### src/rtl/regfile_pkg.sv
// Shared types and default widths for the register-file scheduler.
package regfile_pkg;

  localparam int DATA_W = 32;
  localparam int ADDR_W = 3;

  typedef enum logic [1:0] {
    OP_MOV  = 2'b00,
    OP_ADD  = 2'b01,
    OP_SUB  = 2'b10,
    OP_READ = 2'b11
  } op_t;

  typedef logic [0:0] state_t;
  localparam state_t IDLE = 1'b0;
  localparam state_t EXEC = 1'b1;

endpackage

### src/rtl/rr_arbiter.sv
// Round-robin arbiter: grants the first asserted request at or after ptr.
module rr_arbiter #(
  parameter int NREQ  = 2,
  parameter int IDX_W = 1
) (
  input  logic [NREQ-1:0]  req,
  input  logic [IDX_W-1:0] ptr,
  output logic [NREQ-1:0]  grant,
  output logic [IDX_W-1:0] grant_idx,
  output logic             grant_vld
);

  always_comb begin
    int k;
    logic [IDX_W-1:0] idx;
    k         = 0;
    idx       = '0;
    grant     = '0;
    grant_idx = '0;
    grant_vld = 1'b0;
    for (int off = 0; off < NREQ; off++) begin
      k = int'(ptr) + off;
      if (k >= NREQ) k = k - NREQ;
      idx = IDX_W'(k);
      if (!grant_vld && req[idx]) begin
        grant[idx] = 1'b1;
        grant_idx  = idx;
        grant_vld  = 1'b1;
      end
    end
  end

endmodule

### src/rtl/regfile_sched.sv
// Two-state scheduler: accepts one op from NREQ requesters, executes it
// against an external register file in the following cycle.
module regfile_sched
  import regfile_pkg::*;
#(
  parameter int DATA_W = regfile_pkg::DATA_W,
  parameter int ADDR_W = regfile_pkg::ADDR_W,
  parameter int NREQ   = 2,
  localparam int ID_W  = (NREQ > 1) ? $clog2(NREQ) : 1
) (
  input  logic                   clk,
  input  logic                   rst_s,
  input  logic [NREQ-1:0]        req_valid,
  output logic [NREQ-1:0]        req_ready,
  input  logic [2*NREQ-1:0]      req_op,
  input  logic [NREQ*ADDR_W-1:0] req_src_a,
  input  logic [NREQ*ADDR_W-1:0] req_src_b,
  input  logic [NREQ*ADDR_W-1:0] req_dst,
  output logic                   rsp_valid,
  output logic [ID_W-1:0]        rsp_id,
  output logic [DATA_W-1:0]      rsp_data,
  output logic                   rf_we,
  output logic [ADDR_W-1:0]      rf_raddr_1,
  output logic [ADDR_W-1:0]      rf_raddr_2,
  output logic [ADDR_W-1:0]      rf_waddr,
  output logic [DATA_W-1:0]      rf_wdata,
  input  logic [DATA_W-1:0]      rf_rdata_1,
  input  logic [DATA_W-1:0]      rf_rdata_2,
  output logic                   busy,
  output logic [15:0]            ops_done
);

  state_t            state_q, state_d;
  logic [ID_W-1:0]   ptr_q, ptr_d;
  op_t               op_q, op_d;
  logic [ADDR_W-1:0] src_a_q, src_a_d;
  logic [ADDR_W-1:0] src_b_q, src_b_d;
  logic [ADDR_W-1:0] dst_q, dst_d;
  logic [ID_W-1:0]   id_q, id_d;
  logic [15:0]       ops_done_q, ops_done_d;

  logic [NREQ-1:0]   grant;
  logic [ID_W-1:0]   grant_idx;
  logic              grant_vld;
  logic              in_idle, in_exec, exec_live, transfer;
  logic [DATA_W-1:0] result;

  function automatic logic [DATA_W-1:0] alu(input op_t op,
                                            input logic [DATA_W-1:0] a,
                                            input logic [DATA_W-1:0] b);
    case (op)
      OP_ADD:  return a + b;
      OP_SUB:  return a - b;
      default: return a;
    endcase
  endfunction

  rr_arbiter #(
    .NREQ  (NREQ),
    .IDX_W (ID_W)
  ) u_arb (
    .req       (req_valid),
    .ptr       (ptr_q),
    .grant     (grant),
    .grant_idx (grant_idx),
    .grant_vld (grant_vld)
  );

  // Reset masks the EXEC cycle so an in-flight op is dropped without a write.
  assign in_idle   = (state_q == IDLE);
  assign in_exec   = (state_q == EXEC);
  assign exec_live = in_exec && !rst_s;
  assign transfer  = in_idle && grant_vld && !rst_s;
  assign result    = alu(op_q, rf_rdata_1, rf_rdata_2);

  assign req_ready  = (in_idle && !rst_s) ? grant : '0;
  assign rf_raddr_1 = in_exec ? src_a_q : '0;
  assign rf_raddr_2 = in_exec ? src_b_q : '0;
  assign rf_we      = exec_live && (op_q != OP_READ);
  assign rf_waddr   = dst_q;
  assign rf_wdata   = result;
  assign rsp_valid  = exec_live;
  assign rsp_id     = id_q;
  assign rsp_data   = result;
  assign busy       = !in_idle;
  assign ops_done   = ops_done_q;

  always_comb begin
    state_d    = state_q;
    ptr_d      = ptr_q;
    op_d       = op_q;
    src_a_d    = src_a_q;
    src_b_d    = src_b_q;
    dst_d      = dst_q;
    id_d       = id_q;
    ops_done_d = ops_done_q;
    if (transfer) begin
      op_d    = op_t'(req_op[int'(grant_idx)*2 +: 2]);
      src_a_d = req_src_a[int'(grant_idx)*ADDR_W +: ADDR_W];
      src_b_d = req_src_b[int'(grant_idx)*ADDR_W +: ADDR_W];
      dst_d   = req_dst[int'(grant_idx)*ADDR_W +: ADDR_W];
      id_d    = grant_idx;
      ptr_d   = (int'(grant_idx) == NREQ - 1) ? '0 : grant_idx + ID_W'(1);
      state_d = EXEC;
    end else if (in_exec) begin
      state_d    = IDLE;
      ops_done_d = ops_done_q + 16'd1;
    end
  end

  always_ff @(posedge clk) begin
    if (rst_s) begin
      state_q    <= IDLE;
      ptr_q      <= '0;
      op_q       <= OP_MOV;
      src_a_q    <= '0;
      src_b_q    <= '0;
      dst_q      <= '0;
      id_q       <= '0;
      ops_done_q <= '0;
    end else begin
      state_q    <= state_d;
      ptr_q      <= ptr_d;
      op_q       <= op_d;
      src_a_q    <= src_a_d;
      src_b_q    <= src_b_d;
      dst_q      <= dst_d;
      id_q       <= id_d;
      ops_done_q <= ops_done_d;
    end
  end

endmodule

### config.mk
export PLATFORM = sky130hd
export DESIGN_NAME = regfile_sched
export DESIGN_NICKNAME = d
export VERILOG_FILES = /design/src/rtl/regfile_pkg.sv /design/src/rtl/rr_arbiter.sv /design/src/rtl/regfile_sched.sv
export SDC_FILE = /design/constraint.sdc
export NUM_CORES = 1
export LEC_CHECK = 0
export ABC_AREA = 0
export CORE_ASPECT_RATIO = 0.9
export CORE_MARGIN = 3
export CORE_UTILIZATION = 40
export DETAILED_ROUTE_END_ITERATION = 8
export PLACE_DENSITY = 0.77
export SYNTH_ARGS = -nofsm -noshare
export SYNTH_HDL_FRONTEND = slang
export SYNTH_SLANG_ARGS = --single-unit
### constraint.sdc
create_clock -name clk -period 13.7 [get_ports clk]
set_clock_uncertainty 0.15 [all_clocks]
set_input_delay 3.425 -clock clk [delete_from_list [all_inputs] [get_ports clk]]
set_output_delay 3.425 -clock clk [all_outputs]
set_load 0.02 [all_outputs]
==> results of run 1 <==
## logic make-up after synthesis
family,synth area share (%)
buffers and inverters,9.44
multiplexers,3.59
adder cells (fa/ha/maj),10.9
AND/OR/NAND/NOR,24.3
XOR/XNOR,15.0
AO/OA/AOI/OAI,22.6
flip-flops,14.2
## metal layers
metal,vias up,global-route usage (%)
li1,2318,-
met1,2164,27.0
met2,168,38.8
met3,22,3.96
met4,0,6.58
met5,-,0
## state kept, by name (all words and copies together) (netlist names)
register and cells:
rsp_id 1, src_a_q 3, busy 1, src_b_q 3
op_q 2, ptr_q 1, ops_done 16, rf_waddr 3
## cell type report
type                            instances  area share, %
Multi-Input combinational cell        482           53.2
Inverter                               17           1.05
Tap cell                              126           2.61
Clock inverter                          2          0.207
Clock buffer                            6           2.30
Sequential cell                        30           9.93
Timing Repair Buffer                  186           30.7
## final timing paths
check | endpoint | cells after the start
setup / recovery | rf_wdata[31] | 19
hold / removal | rsp_id | 1
setup reg to reg | ops_done[15] | 6
hold reg to reg | rsp_id | 1
## report_power, final
group	total [mW]	switching [mW]	leakage [nW]	internal, mW
clock network	0.110	0.0383	0.0729	0.0717
registers	0.0958	0.00365	0.245	0.0922
logic	0.450	0.242	2.17	0.208
total	0.656	0.284	2.48	0.372
## layout by cell type (no fill, tap or decap), types with 2 or more instances in the layout
master / Yosys / routed
nand3b_1: 10 / 10
o31ai_1: 2 / 2
nor2b_1: 6 / 6
or4_1: 2 / 2
or3_4: 2 / 2
o21ai_1: 14 / 16
nand2_1: 54 / 54
a211oi_1: 3 / 3
xnor2_1: 45 / 45
mux2i_1: 14 / 14
o22ai_1: 2 / 2
or3_1: 4 / 4
nor3b_1: 3 / 3
a31oi_1: 5 / 5
a21boi_0: 2 / 2
nand3_1: 10 / 10
dfxtp_1: 30 / 30
nor4_1: 2 / 2
and2_1: 8 / 8
nand2b_1: 7 / 7
a221o_1: 2 / 2
clkdlybuf4s50_1: 0 / 184
buf_4: 32 / 2
a21o_1: 25 / 25
a211o_1: 2 / 2
a21oi_1: 47 / 47
and4_1: 5 / 5
o21ai_0: 48 / 46
nor3_1: 14 / 14
and3_1: 6 / 6
nor4b_1: 2 / 2
inv_1: 17 / 17
xor2_1: 27 / 27
nand4_1: 7 / 7
nor2_1: 49 / 49
ha_1: 35 / 34
clkbuf_16: 0 / 5
## per-stage QoR
step,worst slack (ns),power (mW),hold WS (ns),area [µm²],cells
3_5_place_dp,1.78,0.547,0.300,5900,841
5_1_grt,1.39,0.698,0.350,6050,849
3_3_place_gp,1.84,0.541,0.289,5900,841
2_1_floorplan,2.98,0.399,0.294,4220,586
6_report,1.74,0.656,0.310,6050,849
4_1_cts,1.75,0.659,0.316,6050,849
==> qor.csv, run 1 <==
metric,value,unit
final-seq-area,601,µm²
die-height,103,µm
nFillCells,919,
wl_met2,6610,µm
core-area,0.00995,mm²
critical_path_buf_inv_count,2,
wl_per_cell,15.9,µm
start_util,42.3,%
worstPathMaxFanout,7,
hold_viol,0,
ys_warn_count,0,
crit_type,input pin to output port,
num_antenna_cells,0,
synthCells,586,
setup_viol,0,
io_buffers,184,
grt_overflow,0,
layout.nets,848,
syn_area_per_cell,7.19,µm²
synth_area,0.00422,mm²
vias,4672,
cts_resized,0,
cts_setup_buffers,0,
multiInputGateArea,0.00322,mm²
synth-seq-area-share,14.2,%
synthTopCellsByCount,"nand2_1 (54), nor2_1 (49), o21ai_0 (48), a21oi_1 (47), xnor2_1 (45)",
ys_ff_latch,30,
die_w,114,µm
drive_above_1_share,2.77,%
crit_path_max_incr_delay,0.65,ns
routed-wl-met3,892,µm
track_usage,21.8,%
status,finished clean,
cts_sinks,30,
cp_slowest_cell,clkdlybuf4s50_1,
ant_nets,0,
rsz0062_at_grt,false,
grt_pass1_wl,21400,µm
hold_path.class,register to register,
top_layer,met4,
cp-end-kind,output port,
cts_buffers,5,
fin_util,60.8,%
ys_top_cells_by_area,"dfxtp_1 (14%), ha_1 (10%), xnor2_1 (9.3%), o21ai_0 (5.7%), buf_4 (5.7%)",
path_clk_slew,0.05,ns
cpLargestDelayFamily,simple AND/OR/NAND/NOR gates,
synth_top_area_share,14.2,%
tightest_slew,1.23,ns
row_count,34,
drv_cap,0,
post_drt_via_cell_ratio,5.50,
slew_violations,0,
timing.final.crit_share,87.3,%
reg2reg_slack,11.68,ns
yosys.area.top_type,dfxtp_1,
place_congestion,0.975,
die_area,0.0118,mm²
insertion_delay,0.27,ns
synth_flop_cell,dfxtp_1,
fmax,83.6,MHz
synthMostInstantiatedCell,nand2_1,
firstDrtPassIters,5,
grt_start_max_net_pins,68,
synth.distinct_cells,55,
clockBufferDepth,2,
area_growth,43.5,%
critPathLaunch,rf_rdata_2[10],
m1WireLength,5730,µm
post-route-drc-count,0,
drt_iter0_drc,241,
grt_pass1_vias,4477,
postCtsHoldBufs,0,
synth_edf_count,0,
async_flop_share,0,%
r2r-start,ops_done[3],
finalCriticalPeriod,11.96,ns
slew_headroom,17.4,%
wirelength,13500,µm
cts_htree_levels,2,
antenna_found_initial,0,
power.density,108,mW/mm²
hpwl,11000,µm
cp_cell_sequence,"clkdlybuf4s50_1, nor4_2, nand3_1, nor3_1, nand2b_1, or4_1, nor2b_1, xnor2_1, ha_1, a21o_1, a21o_1, a21oi_1, or3_1, o21ai_0, a211oi_1, mux2i_1, o21a_1, xnor2_1, clkdlybuf4s50_1",
ios,185,
critPathArrivalTime,8.38,ns
vdd_ir_drop_max,0.117,mV
cts_tree,done,
cp_data_required_time,10.12,ns
syn_nets,712,
min_from,rsp_id,
tns,0,ns
crit_path_start_kind,input pin,
cts_root_buf,clkbuf_16,
leakage,2.48,nW
Note: power is estimated with default switching activity, not from simulation.
==> inputs of run 2 (changes only) <==
--- a/config.mk
+++ b/config.mk
@@ -7,9 +7,10 @@
 export LEC_CHECK = 0
 export ABC_AREA = 0
 export CORE_ASPECT_RATIO = 0.9
-export CORE_MARGIN = 3
 export CORE_UTILIZATION = 40
 export DETAILED_ROUTE_END_ITERATION = 8
+export GPL_TIMING_DRIVEN = 1
+export MAX_ROUTING_LAYER = met4
 export PLACE_DENSITY = 0.77
 export SYNTH_ARGS = -nofsm -noshare
 export SYNTH_HDL_FRONTEND = slang
==> qor.csv, run 2 (same netlist as run 1, synthesis figures left out) <==
metric,value,unit
drv_cap,0,
tightest_slew,1.02,ns
min_from,rsp_id,
vdd_ir_drop_max,0.0763,mV
timing.rr.end,ops_done[15],
firstDrtPassIters,5,
wl_per_cell,14.9,µm
status,finished clean,
final-seq-area,601,µm²
placed_area,0.00590,mm²
multiInputGateArea,0.00322,mm²
drt_iter0_drc,154,
finalCriticalPeriod,11.99,ns
core-area,0.0102,mm²
num_antenna_cells,0,
holdPathEnd,rsp_id,
slew_headroom,32.0,%
layout_commonest_cell,clkdlybuf4s50_1,
wirelength,12700,µm
largest_register_ffs,16,
post-route-drc-count,0,
clockBufferDepth,2,
hpwl,10300,µm
fmax,83.4,MHz
timing.final.crit_share,87.5,%
io_buffers,184,
postCtsHoldBufs,0,
crit_type,input pin to output port,
antenna_found_initial,0,
die-height,99.4,µm
hold_viol,0,
grt_start_max_net_pins,68,
path_clk_slew,0.05,ns
slew_violations,0,
nFillCells,963,
critPathLaunch,rf_rdata_2[11],
cts_buffers,5,
leakage,2.49,nW
critPathArrivalTime,8.41,ns
worstPathMaxFanout,7,
area_growth,43.5,%
vias,4636,
rsz0062_at_grt,false,
finalInstanceArea,0.00605,mm²
grt_pass1_vias,4410,
cts_htree_levels,2,
cts_sinks,30,
ios,185,
place_congestion,0.896,
cts_tree,done,
die_w,110,µm
track_usage,23.8,%
reg2reg_slack,11.67,ns
tns,0,ns
start_util,41.1,%
setup_viol,0,
drive_above_1_share,2.63,%
cts_setup_buffers,0,
power.density,108,mW/mm²
grt_overflow,0,
ant_nets,0,
cts_root_buf,clkbuf_16,
cp-end-kind,output port,
r2r-start,ops_done[3],
min_delay_path_depth,1,
die_area,0.0110,mm²
cp_data_required_time,10.12,ns
cts_resized,0,
rr_worst_depth,6,
post_drt_via_cell_ratio,5.44,
layout.nets,848,
insertion_delay,0.27,ns
hold_path.class,register to register,
grt_pass1_wl,20700,µm
mostFrequentLayoutCells,"clkdlybuf4s50_1 (184), nand2_1 (54), nor2_1 (49)",
row_count,35,
crit_path_start_kind,input pin,
==> run 2: worst max path at each step <==
stage / to / cells past startpoint
detailed placement: rf_wdata[31] / 19
global placement: rf_wdata[31] / 18
floorplan: rsp_data[31] / 17
global route: rsp_data[31] / 19
CTS: rf_wdata[31] / 19
finish: rf_wdata[31] / 19
==> run 2: per-layer routing <==
metal	vias up	wire length [µm]	track usage [%]
met3	18	768	2.82
met1	2142	5440	28.8
met2	171	6290	41.5
met4	0	214	6.28
li1	2305	-	-
met5	-	0	-
==> run 2: cell type report <==
type	count	area share, %
Clock inverter	1	0.0827
Inverter	17	1.05
Clock buffer	7	2.36
Timing Repair Buffer	186	30.7
Tap cell	129	2.67
Multi-Input combinational cell	482	53.2
Sequential cell	30	9.93
==> run 2: power by group <==
part           leakage [nW]  internal, mW  switching (mW)  total (mW)
Clock                0.0739        0.0718          0.0372       0.109
Combinational          2.17         0.208           0.238       0.446
Sequential            0.245        0.0922         0.00382      0.0960
Total                  2.49         0.372           0.279       0.651
==> run 2: stage by stage <==
stage | util (%) | hold slack, ns | total power, mW | std cells | worst slack (ns)
3_5_place_dp | 57.6 | 0.299 | 0.543 | 844 | 1.74
4_1_cts | 59.0 | 0.312 | 0.654 | 852 | 1.71
6_report | 59.0 | 0.313 | 0.651 | 852 | 1.71
5_1_grt | 59.0 | 0.333 | 0.697 | 852 | 1.35
3_3_place_gp | 57.6 | 0.292 | 0.535 | 844 | 1.93
2_1_floorplan | - | 0.294 | 0.399 | 586 | 2.98
==> run 2: worst max-delay path: stages <==
cell	delay, ns
clkdlybuf4s50_1	0.49
nor4_2	0.46
nand3_1	0.24
nor3_1	0.26
nand2b_1	0.14
or4_1	0.45
nor2b_1	0.16
xnor2_1	0.15
ha_1	0.36
a21o_1	0.21
a21o_1	0.16
a21oi_1	0.20
or3_1	0.13
o21ai_0	0.08
a211oi_1	0.32
mux2i_1	0.23
o21a_1	0.15
xnor2_1	0.14
clkdlybuf4s50_1	0.64
